==> src/rtl/dmem_pkg.sv <==
// dmem_pkg: shared types and constants for the data-memory bridge.
//   dmemState_t        : bridge FSM states
//   WORD_W             : data/address width
//   WORD_MASK          : clears the byte offset of a byte address
//   DEF_TIMEOUT_CYCLES : default bus-wait limit before abort
//   wordAddr()         : byte address -> word-aligned address
package dmem_pkg;

  localparam int WORD_W = 32;
  localparam logic [WORD_W-1:0] WORD_MASK = 32'hFFFF_FFFC;
  localparam int unsigned DEF_TIMEOUT_CYCLES = 255;

  typedef enum logic [1:0] {
    IDLE    = 2'd0,
    WR_BUS  = 2'd1,
    RD_BUS  = 2'd2,
    RD_DONE = 2'd3
  } dmemState_t;

  function automatic logic [WORD_W-1:0] wordAddr(input logic [WORD_W-1:0] a);
    return a & WORD_MASK;
  endfunction

endpackage

==> src/rtl/dmem_wbuf.sv <==
// dmem_wbuf: single-entry posted-store buffer.
//   clk, reset (async, active-low)
//   capture    : load capAddr/capData, mark valid (wins over invalidate)
//   invalidate : drop the entry once its bus write has finished or aborted
//   cmpAddr    : address compared at word granularity -> hit
//   valid/addr/data : current entry (addr is word aligned)
module dmem_wbuf
  import dmem_pkg::*;
(
  input  logic              clk,
  input  logic              reset,
  input  logic              capture,
  input  logic              invalidate,
  input  logic [WORD_W-1:0] capAddr,
  input  logic [WORD_W-1:0] capData,
  input  logic [WORD_W-1:0] cmpAddr,
  output logic              valid,
  output logic [WORD_W-1:0] addr,
  output logic [WORD_W-1:0] data,
  output logic              hit
);

  always_ff @(posedge clk or negedge reset) begin
    if (!reset) begin
      valid <= 1'b0;
      addr  <= '0;
      data  <= '0;
    end else if (capture) begin
      // A stalled store is captured in the same cycle its predecessor's
      // drain completes, so capture must override invalidate.
      valid <= 1'b1;
      addr  <= wordAddr(capAddr);
      data  <= capData;
    end else if (invalidate) begin
      valid <= 1'b0;
    end
  end

  assign hit = valid && (addr == wordAddr(cmpAddr));

endmodule

==> src/rtl/dmem_bridge.sv <==
// dmem_bridge: memory-stage bridge between the pipelined MIPS core and a
// req/ack data bus. Stores are posted through a one-entry buffer, loads
// stall the core until data returns, and bus waits longer than
// TIMEOUT_CYCLES are aborted (0 disables the timeout).
//   cpu_en/cpu_we/cpu_addr/cpu_wdata : core access (held while cpu_stall)
//   cpu_rdata, cpu_stall              : combinational core responses
//   bus_req/bus_we/bus_addr/bus_wdata : registered bus request
//   bus_rdata, bus_ack                : bus response
//   bus_err                           : one-cycle pulse on timeout abort
//   align_err                         : only with DMEM_ALIGN_CHECK_EN defined;
//                                       pulse after a suppressed misaligned access
module dmem_bridge
  import dmem_pkg::*;
#(
  parameter int unsigned       TIMEOUT_CYCLES = DEF_TIMEOUT_CYCLES,
  parameter logic [WORD_W-1:0] ERR_RDATA      = 32'h0000_0000
) (
  input  logic              clk,
  input  logic              reset,
  input  logic              cpu_en,
  input  logic              cpu_we,
  input  logic [WORD_W-1:0] cpu_addr,
  input  logic [WORD_W-1:0] cpu_wdata,
  output logic [WORD_W-1:0] cpu_rdata,
  output logic              cpu_stall,
  output logic              bus_req,
  output logic              bus_we,
  output logic [WORD_W-1:0] bus_addr,
  output logic [WORD_W-1:0] bus_wdata,
  input  logic [WORD_W-1:0] bus_rdata,
  input  logic              bus_ack,
  output logic              bus_err
`ifdef DMEM_ALIGN_CHECK_EN
  ,
  output logic              align_err
`endif
);

  localparam bit TO_EN = (TIMEOUT_CYCLES != 0);
  localparam logic [WORD_W-1:0] TO_LAST = TO_EN ? 32'(TIMEOUT_CYCLES - 1) : '0;

  dmemState_t        state, stateNext;
  logic              reqNext, weNext, errNext;
  logic [WORD_W-1:0] addrNext, wdataNext;
  logic [WORD_W-1:0] rdataQ, rdataNext;
  logic [WORD_W-1:0] toCnt, cntNext;
  logic              capture, invalidate;
  logic              bufValid, bufHit;
  logic [WORD_W-1:0] bufAddr, bufData;
  logic              misaligned, isLoad, isStore, ackIn, expire;
  logic              stall;
  logic [WORD_W-1:0] rdataOut;

`ifdef DMEM_ALIGN_CHECK_EN
  assign misaligned = cpu_en && (cpu_addr[1:0] != 2'b00);
`else
  assign misaligned = 1'b0;
`endif

  assign isStore = cpu_en &&  cpu_we && !misaligned;
  assign isLoad  = cpu_en && !cpu_we && !misaligned;
  assign ackIn   = bus_req && bus_ack;
  // toCnt holds completed waiting cycles, so the last allowed cycle is TO_LAST.
  assign expire  = TO_EN && bus_req && !bus_ack && (toCnt == TO_LAST);

  dmem_wbuf wbuf (
    .clk       (clk),
    .reset     (reset),
    .capture   (capture),
    .invalidate(invalidate),
    .capAddr   (cpu_addr),
    .capData   (cpu_wdata),
    .cmpAddr   (cpu_addr),
    .valid     (bufValid),
    .addr      (bufAddr),
    .data      (bufData),
    .hit       (bufHit)
  );

  always_ff @(posedge clk or negedge reset) begin
    if (!reset) begin
      state     <= IDLE;
      bus_req   <= 1'b0;
      bus_we    <= 1'b0;
      bus_addr  <= '0;
      bus_wdata <= '0;
      bus_err   <= 1'b0;
      rdataQ    <= '0;
      toCnt     <= '0;
    end else begin
      state     <= stateNext;
      bus_req   <= reqNext;
      bus_we    <= weNext;
      bus_addr  <= addrNext;
      bus_wdata <= wdataNext;
      bus_err   <= errNext;
      rdataQ    <= rdataNext;
      toCnt     <= cntNext;
    end
  end

`ifdef DMEM_ALIGN_CHECK_EN
  always_ff @(posedge clk or negedge reset) begin
    if (!reset) align_err <= 1'b0;
    else        align_err <= misaligned;
  end
`endif

  always_comb begin
    stateNext  = state;
    reqNext    = bus_req;
    weNext     = bus_we;
    addrNext   = bus_addr;
    wdataNext  = bus_wdata;
    errNext    = 1'b0;
    rdataNext  = rdataQ;
    cntNext    = (bus_req && !bus_ack) ? toCnt + 32'd1 : toCnt;
    capture    = 1'b0;
    invalidate = 1'b0;
    stall      = 1'b0;
    rdataOut   = rdataQ;

    // Bus side. Ack is tested before expiry so a coincident ack wins.
    case (state)
      IDLE: begin
        if (bufValid) begin
          stateNext = WR_BUS;
          reqNext   = 1'b1;
          weNext    = 1'b1;
          addrNext  = bufAddr;
          wdataNext = bufData;
          cntNext   = '0;
        end else if (isLoad) begin
          stateNext = RD_BUS;
          reqNext   = 1'b1;
          weNext    = 1'b0;
          addrNext  = wordAddr(cpu_addr);
          cntNext   = '0;
        end
      end
      WR_BUS: begin
        if (ackIn || expire) begin
          stateNext  = IDLE;
          reqNext    = 1'b0;
          invalidate = 1'b1;
          errNext    = !ackIn;
          cntNext    = '0;
        end
      end
      RD_BUS: begin
        if (ackIn || expire) begin
          stateNext = RD_DONE;
          reqNext   = 1'b0;
          rdataNext = ackIn ? bus_rdata : ERR_RDATA;
          errNext   = !ackIn;
          cntNext   = '0;
        end
      end
      RD_DONE: stateNext = IDLE;
      default: stateNext = IDLE;
    endcase

    // Core side.
    if (state == RD_DONE) begin
      rdataOut = rdataQ;
    end else if (misaligned) begin
      rdataOut = ERR_RDATA;
    end else if (isStore) begin
      capture = (state == IDLE && !bufValid) || (state == WR_BUS && ackIn);
      stall   = !capture;
    end else if (isLoad) begin
      if (bufHit) rdataOut = bufData;
      else        stall    = 1'b1;
    end

    // The core sees a quiet bridge for as long as reset is held.
    if (!reset) begin
      stall    = 1'b0;
      rdataOut = '0;
    end
  end

  assign cpu_stall = stall;
  assign cpu_rdata = rdataOut;

endmodule

==> config.mk <==
export PLATFORM = sky130hd
export DESIGN_NAME = dmem_bridge
export DESIGN_NICKNAME = d
export VERILOG_FILES = /design/src/rtl/dmem_pkg.sv /design/src/rtl/dmem_wbuf.sv /design/src/rtl/dmem_bridge.sv
export SDC_FILE = /design/constraint.sdc
export NUM_CORES = 1
export LEC_CHECK = 0
export ABC_AREA = 0
export BUFFER_PORTS_ARGS = -buffer_cell sky130_fd_sc_hd__buf_4
export CORE_MARGIN = 2
export CORE_UTILIZATION = 49
export DETAILED_ROUTE_END_ITERATION = 10
export PLACE_DENSITY = 0.83
export SYNTH_ARGS = -nofsm -noshare
export SYNTH_HDL_FRONTEND = slang
export SYNTH_HIERARCHICAL = 1
export SYNTH_SLANG_ARGS = --single-unit
==> constraint.sdc <==
create_clock -name clk -period 3.45 [get_ports clk]
set_input_delay 0.69 -clock clk [delete_from_list [all_inputs] [get_ports clk]]
set_output_delay 0.69 -clock clk [all_outputs]
set_load 0.01 [all_outputs]
; ---- Word-level counts from Yosys, hierarchy flattened
; Index checks and enable logic that the tools add are counted.
[totals]
word_cells = 83
ram_bits = 0
rom_bits = 0
register_bits = 196
latchBits = 0
memories = 0
output_inout_bits = 100
input_bits = 101
[op_classes]
n_eq_ne = 9
shifts = 0
n_div = 0
multipliers = 0
bitwise = 0
n_lt_le_gt_ge = 0
reduce_logical = 25
n_addsub = 1
mux = 37
[ops]
columns = cell, n
row1 = two-way mux 32 bit, 12
row2 = one-hot mux 32 bit (2 select lines), 1
row3 = adder 32 x 1 -> 32 bit (second input constant), 1
row4 = equality test 32 x 8 -> 1 bit (second input constant), 1
row5 = equality test 30 bit, 1
row6 = two-way mux 1 bit, 18
row7 = logical AND 1 bit, 8
row8 = two-way mux 2 bit, 4
row9 = one-hot mux 2 bit (4 select lines), 1
row10 = AND reduction 2 bit, 3
row11 = AND reduction 3 bit, 2
row12 = nonzero test 2 bit, 3
row13 = logical NOT 1 bit, 5
row14 = equality test 2 bit (second input constant), 2
row15 = != test 2 bit (second input constant), 2
row16 = != test 3 x 2 -> 1 bit (second input constant), 1
row17 = equality test 2 x 1 -> 1 bit (second input constant), 1
row18 = logical NOT 2 bit, 1
row19 = logical OR 1 bit, 2
row20 = != test 2 x 1 -> 1 bit (second input constant), 1
row21 = one-hot mux 1 bit (2 select lines), 1
row22 = OR reduction 2 bit, 1

; ---- Depth between registers and ports, before layout
; Gate-level depths: netlist (run 1).
[depth]
word_depth = 8
ltp_mapped = 9
mapped_depth_nobuf = 8

; ---- Hierarchy
; The synthesis (run 1) kept the hierarchy.
[by_module_without_submodules]
columns = mod, cells_each, n_inst, area_each_um2, seq_area_each_um2
row1 = dmem_bridge, 600, 1, 6299.8, 3328.2
row2 = dmem_wbuf, 177, 1, 2668.8, 1576.5

; ---- Worst setup path after synthesis (run 1)
; No wires, ideal clock.
[synth_timing]
path_kind = input -> output
start = input port cpu_addr[5]
end = output port cpu_rdata[10]
path_buffers = 1
slack_ns = -0.082
required_ns = 2.760
path_stages = 8
arrival_ns = 2.842
cell_sequence = xnor2_1 -> nand4_1 -> or4_1 -> nor4_2 -> nor3b_1 -> clkbuf_1 -> nand2_1 -> a21boi_0
[synth_between]
elab_chain_len = 7
[synth_lines]
columns = item, line
row1 = start: declaration, dmem_bridge.sv:22  ; input logic [WORD_W-1:0] cpu_addr,
row2 = equality test 30 bit, dmem_wbuf.sv:39  ; assign hit = valid && (addr == wordAddr(cmpAddr));
row3 = logical AND 1 bit, dmem_wbuf.sv:39
row4 = named net bufHit, dmem_bridge.sv:48  ; logic bufValid, bufHit;
row5 = two-way mux 32 bit, dmem_bridge.sv:172  ; if (bufHit) rdataOut = bufData;
row6 = two-way mux 32 bit, dmem_bridge.sv:171  ; end else if (isLoad) begin
row7 = two-way mux 32 bit, dmem_bridge.sv:168  ; end else if (isStore) begin
row8 = two-way mux 32 bit, dmem_bridge.sv:164  ; if (state == RD_DONE) begin
row9 = two-way mux 32 bit, dmem_bridge.sv:177  ; if (!reset) begin
row10 = end: declaration, dmem_bridge.sv:24  ; output logic [WORD_W-1:0] cpu_rdata,
; The timed path passes the listed nets, and every way through them passes these cells.

; ---- Worst setup path in the final report (run 1)
[layout_timing]
start = register wbuf.addr[17]
end = output port cpu_rdata[30]
[layout_between]
elab_chain_len = 7
[layout_lines]
columns = item, line
row1 = start: declaration, dmem_wbuf.sv:18  ; output logic [WORD_W-1:0] addr,
row2 = start signal: assignment, dmem_wbuf.sv:32  ; addr <= wordAddr(capAddr);
row3 = equality test 30 bit, dmem_wbuf.sv:39
row4 = logical AND 1 bit, dmem_wbuf.sv:39
row5 = named net bufHit, dmem_bridge.sv:48
row6 = two-way mux 32 bit, dmem_bridge.sv:172
row7 = two-way mux 32 bit, dmem_bridge.sv:171
row8 = two-way mux 32 bit, dmem_bridge.sv:168
row9 = two-way mux 32 bit, dmem_bridge.sv:164
row10 = two-way mux 32 bit, dmem_bridge.sv:177
; The timed path passes the listed nets, and every way through them passes these cells.

==> flow_summary.ini, run 1 <==
[yosys]
ys_seq_area_share_pct = 54.7
syn_avg_cell_area_um2 = 11.5
yosysTopAreaCellShare_pct = 54.7
async_reset_ff_share_pct = 100
ys_ff_latch = 196
yosysWarnings = 6
synth_ff_type = dfrtp_1
syn_area_um2 = 8970
synthTopCellsByArea = dfrtp_1 (55%), mux2_2 (12%), nand2_1 (4.4%)
synth_cell_types = 47
synth_enable_flop_cells = 0
yosysTopAreaCell = dfrtp_1
synthCells = 777

[die]
die_w_um = 139
std_cell_rows = 49
dieArea_um2 = 19400
core_um2 = 18000
die_h_um = 139
ioPinCount = 201
start_util_pct = 49.9

[power]
totalPowerFinal_mw = 9.70
p_seq_share_pct = 40.2
leakagePower_nw = 5.53
clkPwrFrac_pct = 22.2
comb_power_share_pct = 37.6
internal-power_mw = 6.42
switchingPower_mw = 3.28
netSwitchingFraction_pct = 33.8
peakVddDrop_mv = 0.468
power.density_nw_per_um2 = 825

[global_route]
grt_start_max_net_pins = 63
grt_overflow = 0
grt_pass1_wl_um = 35200
grt_pass1_vias = 6801
antenna_found_initial = 0
grtUsageTotal_pct = 22.7

[worst_setup_path]
cp.required_ns = 2.76
end_kind = output pin
worst_path_most_repeated_cell = buf_4
critPathLaunchType = register
path_cells = xnor2_1 -> nand4_1 -> or4_4 -> nor4_4 -> buf_4 -> nor3b_4 -> buf_6 -> buf_12 -> buf_16 -> nand2_1 -> a21boi_1 -> buf_4
crit_type = reg -> out
critPathMaxStageDelay_ns = 0.56
cpMaxStageDelayCell = or4_4
cp.arrival_ns = 2.94
cp_max_fo = 8

[sta]
tightest_slew_ns = 0.818
rsz0062_at_grt = true
whs_ns = 0.237
fin_skew_ns = 0.0129
setup_slack_ns = -0.184
setup_violations = 32
fin_crit_ns = 3.63
drv_slew = 0
fmax_ghz = 0.275
finalHoldViolCount = 0
timing.final.crit_share_pct = 105
slew_headroom_pct = 45.0

[cells_and_area]
drive_above_1_share_pct = 39.9
syn2layout_area_growth_pct = 31.2
antenna_cells = 0
mostFrequentLayoutCells = buf_4 (219), dfrtp_1 (195), mux2_2 (95)
nets = 1094
layout_commonest_cell = buf_4

[clock_network]
cts.sinks = 196
clock_latency_ns = 0.43
cts_root_buffer = clkbuf_16
ctsHoldBuffers = 0
clock_path_buffers = 2
path_clk_slew_ns = 0.07
cts_buffers = 17
cts_tree = done
cts.htree.levels = 4

[run]
maxCapViolCount = 0

[hold_path]
hp-class = in -> async

[route]
antenna_left = 0
num_vias = 6658
drtPass1Iterations = 5
via_per_inst = 5.42
routed_wl_um = 22500
drcViolationCount = 0
drt-initial-drc-count = 445
drt-wirelength-per-cell_um = 18.3

[run_status]
violations = setup timing
outcome = finished, violations left

[placement]
port_buffers = 198
gp_congestion = 0.824
dp_hpwl_um = 14300
pre_cts_slack_ns = -0.368
[worst paths after layout]
| path | start | endpoint | slack, ns | cells after the start |
|---|---|---|---|---|
| max reg2reg | state[1] | wbuf/addr[22] | 0.79 | 7 |
| min reg2reg | bus_addr[20] | bus_addr[20] | 0.48 | 2 |
| min in group clk | bus_rdata[21] | rdataQ[21] | 0.48 | 2 |
| min | reset | rdataQ[10] | 0.24 | 1 |
| max | wbuf/addr[17] | cpu_rdata[30] | -0.18 | 12 |
| max in group asynchronous | reset | wbuf/valid | 2.05 | 2 |
[per-stage QoR]
step	instance area [um^2]	instances	util, %	TNS (ns)
2_1_floorplan	8980	778	-	0
3_3_place_gp	10800	1186	60.2	-10.62
3_5_place_dp	10800	1186	60.2	-9.18
4_1_cts	11600	1224	64.7	-5.06
5_1_grt	11800	1228	65.5	-8.53
6_report	11800	1228	65.5	-4.08
[per-layer routing]
metal	vias to the layer above	GRT usage (%)	wire length, um
li1	3125	-	-
met1	3320	30.4	10000
met2	192	37.0	10800
met3	21	6.13	1340
met4	0	6.11	313
met5	-	0	0
[power by group through the flow]
stage | Combinational [mW] | Clock, mW | Sequential [mW]
2_1_floorplan | 2.11 | 0 | 3.94
3_3_place_gp | 3.47 | 0 | 3.86
3_5_place_dp | 3.58 | 0 | 3.90
4_1_cts | 3.64 | 2.19 | 3.87
5_1_grt | 3.96 | 2.29 | 4.03
6_report | 3.65 | 2.15 | 3.90
[cell usage after synthesis (4+ instances only)]
cell type,instances
nor2_1,37
clkbuf_1,27
buf_2,4
xor2_1,21
inv_1,11
and3_1,6
ha_1,6
mux2i_1,30
o21ai_0,37
nor4_1,7
nand3_1,15
or4_1,4
nand4_1,16
mux2_2,95
a22o_1,32
a21boi_0,32
nor3_1,5
a21oi_1,7
dfrtp_1,196
buf_4,5
nand2_1,106
xnor2_1,38
[sequential cells by signal, indices dropped and copies added (netlist names)]
signal	flops
bus_addr	32
bus_wdata	32
rdataQ	32
toCnt	32
wbuf/data	32
wbuf/addr	30
state	2
bus_err	1
bus_req	1
bus_we	1
wbuf/valid	1
[kinds of logic after synthesis]
kind of cell	after synthesis	share of synthesized area [%]
other	1	0.0418
buffers and inverters	53	2.73
adders and majority gates	6	0.837
xor gates and xnor gates	59	5.76
DFF	196	54.7
AOI/OAI and AO/OA	119	9.21
muxes	125	15.3
and+or+nand+nor	218	11.5
[worst max-delay path: cells and delay by family (launching register included)]
kind	cells	cell delay [ns]
and+or+nand+nor	5	1.11
buffers and inverters	5	0.67
DFF	1	0.41
xor gates and xnor gates	1	0.19
AOI/OAI and AO/OA	1	0.12
[repair_timing]
item	4_1_cts	5_1_grt
cloned	2	3
gates resized for setup	42	30
pin swaps	7	22
endpoints found under the setup margin	32	32
setup buffers	5	3
[area by class of cell]
class	instances	area [um^2]
fill	1353	6200
sequential	196	4910
clock inverter	13	196
tap	229	287
clock buffer	18	439
inverter	11	41.3
timing repair buffer	232	1890
multi-input combinational	529	4000
(Power assumes the default switching activity.)
==> inputs of run 2 (changes only) <==
- MAX_ROUTING_LAYER: default -> met4
==> run 2 against run 1 <==
Against the previous run:
- the run still ends with setup timing left
- clock-buffer cell count did not move
- routed wire length fell by 0.39%
- register-to-register slack barely moved
- critical path depth did not move
- via count rose by 0.20%
- sequential power barely moved
==> flow_summary.ini, run 2 (synthesis gave the netlist of run 1 again) <==
[power]
power.density_nw_per_um2 = 825
peakVddDrop_mv = 0.468
totalPowerFinal_mw = 9.70
leakagePower_nw = 5.53

[clock_network]
clock_latency_ns = 0.43
cts_root_buffer = clkbuf_16
cts.sinks = 196
cts.htree.levels = 4
clock_path_buffers = 2
cts_buffers = 17
ctsHoldBuffers = 0
path_clk_slew_ns = 0.07
cts_tree = done

[sta]
fin_skew_ns = 0.0118
final.setup.tns_ns = -3.31
setup_violations = 32
setup_slack_ns = -0.155
tightest_slew_ns = 0.814
drv_slew = 0
fmax_ghz = 0.277
rsz0062_at_grt = true
whs_ns = 0.234
slew_headroom_pct = 45.2
timing.final.crit_share_pct = 104
finalHoldViolCount = 0
fin_crit_ns = 3.60

[die]
core_um2 = 18000
start_util_pct = 49.9
die_w_um = 139
ioPinCount = 201
std_cell_rows = 49
die_h_um = 139
dieArea_um2 = 19400

[placement]
dp_hpwl_um = 14300
gp_congestion = 0.837
port_buffers = 198
dpl.cell_count = 1186

[route]
via_per_inst = 5.43
routed_wl_um = 22400
drt-initial-drc-count = 451
drt-wirelength-per-cell_um = 18.2
antenna_left = 0
drtPass1Iterations = 5
drcViolationCount = 0
num_vias = 6671

[worst_setup_path]
crit_buf_inv = 5
crit_family = simple AND/OR/NAND/NOR gates
cp_max_fo = 8
cp.arrival_ns = 2.91
path_cells = xnor2_1 -> nand4_1 -> or4_4 -> nor4_4 -> buf_4 -> nor3b_4 -> buf_6 -> buf_12 -> buf_16 -> nand2_1 -> a21boi_1 -> buf_4
end_kind = output pin
critPathLaunchType = register
worst_path_most_repeated_cell = buf_4
cp.required_ns = 2.76
crit_type = reg -> out
critPathMaxStageDelay_ns = 0.56
cpMaxStageDelayCell = or4_4

[run]
maxCapViolCount = 0

[cells_and_area]
final_cells = 1228
syn2layout_area_growth_pct = 31.1
drive_above_1_share_pct = 39.6
nets = 1094
mostFrequentLayoutCells = buf_4 (219), dfrtp_1 (195), mux2_2 (95)
fillCellCount = 1357
antenna_cells = 0
layout_commonest_cell = buf_4
final_util_pct = 65.4

[global_route]
grtUsageTotal_pct = 23.4
grt_start_max_net_pins = 63
grt_pass1_vias = 6811
grt_overflow = 0
antenna_found_initial = 0
grt_pass1_wl_um = 35200

[hold_path]
hp-class = in -> async

[run_status]
outcome = finished, violations left
violations = setup timing
[run 2: cell types whose count changed in the layout (fill, tap and decap cells not counted)]
| cell | change |
|---|---|
| a21boi_2 | -2 |
| nand2_1 | +1 |
| nand2_2 | -1 |
| a21boi_1 | +2 |
[run 2: report_power, final]
group          switching (mW)  internal, mW  total (mW)
Clock                   0.910          1.25        2.16
Sequential              0.656          3.25        3.90
Combinational            1.71          1.93        3.64
[run 2: layout make-up]
type | instances | area, um^2 | share of cell area, %
repair buffers | 232 | 1890 | 16.1
flip-flops and latches | 196 | 4910 | 41.7
clock inverters | 13 | 196 | 1.67
well taps | 229 | 287 | 2.44
multi-input cells | 529 | 3990 | 34.0
clock buffers | 18 | 439 | 3.74
inverters | 11 | 41.3 | 0.351
[run 2: worst paths after layout]
| path | start | to | slack, ns | depth (start not counted) |
|---|---|---|---|---|
| setup / recovery | wbuf/addr[17] | cpu_rdata[30] | -0.15 | 12 |
| hold / removal | reset | rdataQ[10] | 0.23 | 1 |
| setup reg to reg | state[1] | wbuf/addr[22] | 0.80 | 7 |
| hold reg to reg | bus_addr[14] | bus_addr[14] | 0.48 | 2 |
| max in group asynchronous | reset | wbuf/valid | 2.05 | 2 |
| min in group clk | bus_rdata[21] | rdataQ[21] | 0.48 | 2 |
[run 2: what timing repair did]
| action | CTS | global route |
|---|---|---|
| gates cloned | 2 | 3 |
| endpoints found under the setup margin | 32 | 32 |
| setup buffers | 5 | 3 |
| resized for setup | 42 | 27 |
| pin swaps | 7 | 21 |
[run 2: per-layer routing]
metal	global-route usage, %	vias to the layer above	wire length [um]
met4	6.11	0	344
met3	5.57	23	1340
met5	-	-	0
met1	30.7	3324	10000
met2	37.0	190	10700
li1	-	3134	-
[run 2: per-stage QoR]
| step | instance area [um^2] | worst slack [ns] |
|---|---|---|
| global placement | 10800 | -0.383 |
| global route | 11800 | -0.336 |
| CTS | 11600 | -0.190 |
| floorplan | 8980 | 0.0350 |
| finish | 11800 | -0.155 |
| detailed placement | 10800 | -0.368 |
